## src/rtl/reg_share_arbiter.sv

```systemverilog
// reg_share_arbiter: four requesters share one DATA_W-bit register through a
// round-robin arbiter. A granted requester writes the register during its
// grant cycle. Optional grant locking is enabled with the macro
// REG_SHARE_ARBITER_LOCK_EN.
//
// Ports:
//   clk     - clock; all state updates on its rising edge
//   reset   - synchronous active-high reset
//   req     - per-requester request (bit i = requester i)
//   we      - per-requester write enable, honoured only while granted
//   wdata   - write data, requester i drives [i*DATA_W +: DATA_W]
//   lock    - per-requester grant hold (present only with REG_SHARE_ARBITER_LOCK_EN)
//   gnt     - registered one-hot grant, zero when idle
//   busy    - registered, high exactly when gnt is non-zero
//   q       - registered shared register contents
//   wr_ack  - registered one-cycle write confirmation to the writer
module reg_share_arbiter #(
    parameter int unsigned DATA_W   = 8,
    parameter int unsigned MAX_LOCK = 4
) (
    input  logic                  clk,
    input  logic                  reset,
    input  logic [3:0]            req,
    input  logic [3:0]            we,
    input  logic [4*DATA_W-1:0]   wdata,
`ifdef REG_SHARE_ARBITER_LOCK_EN
    input  logic [3:0]            lock,
`endif
    output logic [3:0]            gnt,
    output logic                  busy,
    output logic [DATA_W-1:0]     q,
    output logic [3:0]            wr_ack
);

    // Counter tracks cycles already spent in the current grant (0..MAX_LOCK-1).
    localparam int unsigned CNT_W = (MAX_LOCK > 1) ? $clog2(MAX_LOCK) : 1;

    typedef enum logic {
        ST_IDLE  = 1'b0,
        ST_GRANT = 1'b1
    } state_t;

    state_t              r_state;
    logic [1:0]          r_gidx;
    logic [1:0]          r_ptr;
    logic [CNT_W-1:0]    r_cnt;
    logic [3:0]          r_gnt;
    logic                r_busy;
    logic [DATA_W-1:0]   r_q;
    logic [3:0]          r_ack;

    logic [3:0]          w_lock;
    logic                w_in_grant;
    logic                w_write;
    logic                w_hold;
    logic [1:0]          w_base;
    logic [1:0]          w_idx;
    logic [1:0]          w_win;
    logic                w_found;
    logic [DATA_W-1:0]   w_wdata;

    // Without the lock feature the hold path sees a constant zero and folds away.
`ifdef REG_SHARE_ARBITER_LOCK_EN
    assign w_lock = lock;
`else
    assign w_lock = 4'b0000;
`endif

    assign w_in_grant = (r_state == ST_GRANT);
    assign w_write    = w_in_grant && req[r_gidx] && we[r_gidx];
    assign w_hold     = w_in_grant && req[r_gidx] && w_lock[r_gidx]
                        && (r_cnt < CNT_W'(MAX_LOCK - 1));
    assign w_wdata    = wdata[32'(r_gidx) * DATA_W +: DATA_W];

    // A closing grant arbitrates from the pointer it is about to install.
    assign w_base = w_in_grant ? (r_gidx + 2'd1) : r_ptr;

    // Round-robin search: first set request scanning upward from w_base.
    always_comb begin
        w_found = 1'b0;
        w_win   = 2'd0;
        w_idx   = 2'd0;
        for (int i = 0; i < 4; i++) begin
            w_idx = w_base + 2'(i);
            if (!w_found && req[w_idx]) begin
                w_found = 1'b1;
                w_win   = w_idx;
            end
        end
    end

    // FSM, pointer, shared register and acknowledge.
    always_ff @(posedge clk) begin
        if (reset) begin
            r_state <= ST_IDLE;
            r_gidx  <= 2'd0;
            r_ptr   <= 2'd0;
            r_cnt   <= '0;
            r_gnt   <= 4'b0000;
            r_busy  <= 1'b0;
            r_q     <= '0;
            r_ack   <= 4'b0000;
        end else begin
            r_ack <= w_write ? (4'b0001 << r_gidx) : 4'b0000;
            if (w_write) begin
                r_q <= w_wdata;
            end
            if (w_hold) begin
                r_cnt <= r_cnt + CNT_W'(1);
            end else begin
                r_cnt <= '0;
                if (w_in_grant) begin
                    r_ptr <= r_gidx + 2'd1;
                end
                if (w_found) begin
                    r_state <= ST_GRANT;
                    r_gidx  <= w_win;
                    r_gnt   <= 4'b0001 << w_win;
                    r_busy  <= 1'b1;
                end else begin
                    r_state <= ST_IDLE;
                    r_gnt   <= 4'b0000;
                    r_busy  <= 1'b0;
                end
            end
        end
    end

    assign gnt    = r_gnt;
    assign busy   = r_busy;
    assign q      = r_q;
    assign wr_ack = r_ack;

endmodule

```

## config.mk

```make
export PLATFORM = sky130hd
export DESIGN_NAME = reg_share_arbiter
export DESIGN_NICKNAME = d
export VERILOG_FILES = /design/src/rtl/reg_share_arbiter.sv
export SDC_FILE = /design/constraint.sdc
export NUM_CORES = 1
export LEC_CHECK = 0
export ABC_AREA = 0
export CORE_ASPECT_RATIO = 0.7
export CORE_UTILIZATION = 40
export CTS_BUF_LIST = sky130_fd_sc_hd__clkbuf_8
export CTS_CLUSTER_SIZE = 30
export DETAILED_ROUTE_END_ITERATION = 8
export GPL_ROUTABILITY_DRIVEN = 0
export PLACE_DENSITY = 0.81
export RECOVER_POWER = 100
export SKIP_CTS_REPAIR_TIMING = 1
export SYNTH_ARGS = -nofsm -noshare
export SYNTH_HDL_FRONTEND = slang
export SYNTH_SLANG_ARGS = --single-unit
```

## constraint.sdc

```tcl
create_clock -name clk -period 5.5 [get_ports clk]
set_clock_uncertainty 0.2 [all_clocks]
set_input_delay 1.1 -clock clk [delete_from_list [all_inputs] [get_ports clk]]
set_output_delay 1.1 -clock clk [all_outputs]
set_load 0.1 [all_outputs]
```

==> metrics.md <==
| Metric | Value |
|---|---|
| Fin. max-slew vios | 0 |
| Power Dens Cells | 255 nW/um^2 |
| Data required, critical path | 4.20 ns |
| Die area | 2970 sq um |
| Clk Latency, worst-skew pair | 0.26 ns |
| GR Layer Usage met2 | 34.5% |
| Die span in y | 45.9 um |
| HPWL after DPL | 2.18 mm |
| Synth Area in Compound Gates | 9.90% |
| Syn. warnings | 0 |
| PnR worst setup slack | 2.09 ns |
| Worst ir drop on vdd | 138 uV |
| Max incr delay on CP | 1.27 ns |
| Cell count after synthesis | 103 |
| Synth Area in XOR/XNOR | 0.796% |
| Post-Synth Simple-Gate Area | 21.0% |
| N_diodes | 0 |
| Mapped Avg Cell Area | 10.7 sq um |
| WP buf/inv | 1 |
| CP max FO | 14 |
| Seq/Total Area, Yosys | 38.2% |
| DRT iter0 DRCs | 72 |
| TritonCTS Sinks | 21 |
| Pre-CTS WS | 2.34 ns |
| Placed Area | 1680 sq um |
| Max-cap viol count | 0 |
| Cell Rows | 15 |
| Unique masters post-synth | 35 |
| Routing usage on met3 | 7.25% |
| Total grt overflow | 0 |
| DR vias | 1,022 |
| Die Wd | 64.7 um |
| Vias in the first global route | 905 |
| I/O Buffers | 58 |
| Ys flop type | dfxtp_1 |
| Final cell count without fillers | 192 |
| Initial antenna violation count | 0 |
| Clk root buf | clkbuf_8 |
| FMAX | 293 MHz |
| Wire per inst | 14.9 um |
| CTS tree | done |
| Critical Path End Type | primary output |
| HP Class | reg2reg |
| Core Util, Final | 68.0% |
| Synthesized netlist net count | 145 |
| CP Class | reg2out |
| Post-route minimum period | 3.41 ns |
| Cell Area, Synth | 1100 sq um |
| GRT Overall Usage | 20.1% |
| Number of enable flip-flop cells after synthesis | 0 |
| Design area | 1720 sq um |
| IO Count | 59 |
| Core box area | 2530 sq um |
| Global-route wire length before repair | 4.21 mm |
| Synthesis-to-layout area growth | 56.5% |
| Grt met1 use | 23.8% |
| Async SR Flop Fraction | 0% |
| Routed wire length | 2.86 mm |
| Largest family of logic cells by synthesized area | multiplexers |
| Mux contribution to synthesized area | 24.6% |
| Initial Utilization | 43.4% |
| H-tree Lvls | 1 |
| Final period utilization | 62.0% |
| Reg2reg setup slack | 3.01 ns |
| Number of remaining DRC errors | 0 |
| Final hold violations | 0 |
| Leakage | 0.000676 uW |
| GR peak layer | met2 |
| CP arrival | 2.11 ns |
| Slew HR | 33.6% |
| RSZ-0062 raised after global routing | no |
| Drt first pass iters | 4 |
| # setup viols final | 0 |
| Cell at the slowest stage of the critical path | dlygate4sd3_1 |
| CTS Buf Count | 3 |
| Remaining antenna violation count | 0 |
| Adder-cell share of the synthesized area | 0.910% |
| Largest net degree at the start of global routing | 23 |
| Share of cells above drive strength 1 | 8.86% |
| Final TNS setup | 0 ns |
| CP startpoint kind | flop |
| Placed insts | 188 |
| CP Cell Sequence | dlygate4sd3_1 |
| Worst-margin pin slew | 0.993 ns |
| Clock transition at path regs | 0.07 ns |
| Yosys reg bits | 21 |
| Crit-path leading delay family | buffers and inverters |
| CTS Buffer Depth | 2 |
| Nets@finish | 201 |
| Post-DR vias/cell | 5.32 |
| Status | finished clean |
sequential cells by signal, indices dropped and copies added, names as in the netlist:
name,cells
gnt,4
wr_ack,4
r_ptr,2
busy,1
r_gidx,2
q,8
cells by family after synthesis:
kind of cell,count (synthesis)
xor+xnor,1
simple gates,40
fa+ha+maj,1
compound gates,14
flops,21
mux,17
buf+inv,9
final timing paths:
path	start	end	cells past startpoint
hold / removal	q[4]	q[4]	2
setup reg to reg	r_gidx[0]	q[1]	5
hold reg to reg	q[4]	q[4]	2
setup / recovery	busy	busy	1
through the flow:
step           hold slack (ns)  power (uW)
2_1_floorplan            0.329         294
3_3_place_gp             0.273         344
3_5_place_dp             0.286         349
4_1_cts                  0.303         446
5_1_grt                  0.333         460
6_report                 0.291         438
placed cells by master (no fill, tap or decap), types with 2 or more instances in the layout:
master           Yosys  routed
nand3_1              3       3
o211ai_1             2       2
clkbuf_8             0       3
nand3b_1             3       3
nand2b_1             2       2
nand2_1              6       6
and3b_1              2       2
dlygate4sd3_1        0      20
nor2_1              13      13
dfxtp_1             21      21
mux2i_1              9       9
o31ai_1              2       2
nor2b_1              3       3
inv_1                2       3
clkdlybuf4s50_1      0      38
mux4_2               8       8
o21ai_0              3       3
report_power, final:
part           internal (uW)  switching [uW]  total, uW  leakage [uW]
Combinational           67.7            92.5        160      0.000477
Sequential               163            17.4        181      0.000172
Clock                   49.7            47.9       97.6     0.0000269
routing by layer:
layer	share of wire, %	wire, um	vias up
met3	7.3	208	4
met4	1.2	35	0
met1	42	1190	484
met2	50	1420	44
met5	0	0	-
li1	-	-	490
cells in the mapped netlist (2+ instances only):
| cell type | count | share of area [%] |
|---|---|---|
| nand3b_1 | 3 | 2.0 |
| mux2i_1 | 9 | 8.2 |
| o211ai_1 | 2 | 1.4 |
| inv_1 | 2 | 0.68 |
| nand3_1 | 3 | 1.4 |
| mux4_2 | 8 | 16 |
| nor2b_1 | 3 | 1.7 |
| buf_2 | 4 | 1.8 |
| nand2b_1 | 2 | 1.1 |
| nand2_1 | 6 | 2.0 |
| and3b_1 | 2 | 1.6 |
| nor2_1 | 13 | 4.4 |
| o21ai_0 | 3 | 1.4 |
| o31ai_1 | 2 | 1.4 |
| dfxtp_1 | 21 | 38 |
area by class of cell:
type,count,area (sq um)
Tap cell,34,42.5
Inverter,2,7.51
Sequential cell,21,420
Clock buffer,3,41.3
Fill cell,218,812
Clock inverter,1,3.75
Multi-Input combinational cell,73,626
Timing Repair Buffer,58,581
(Power assumes the default switching activity.)
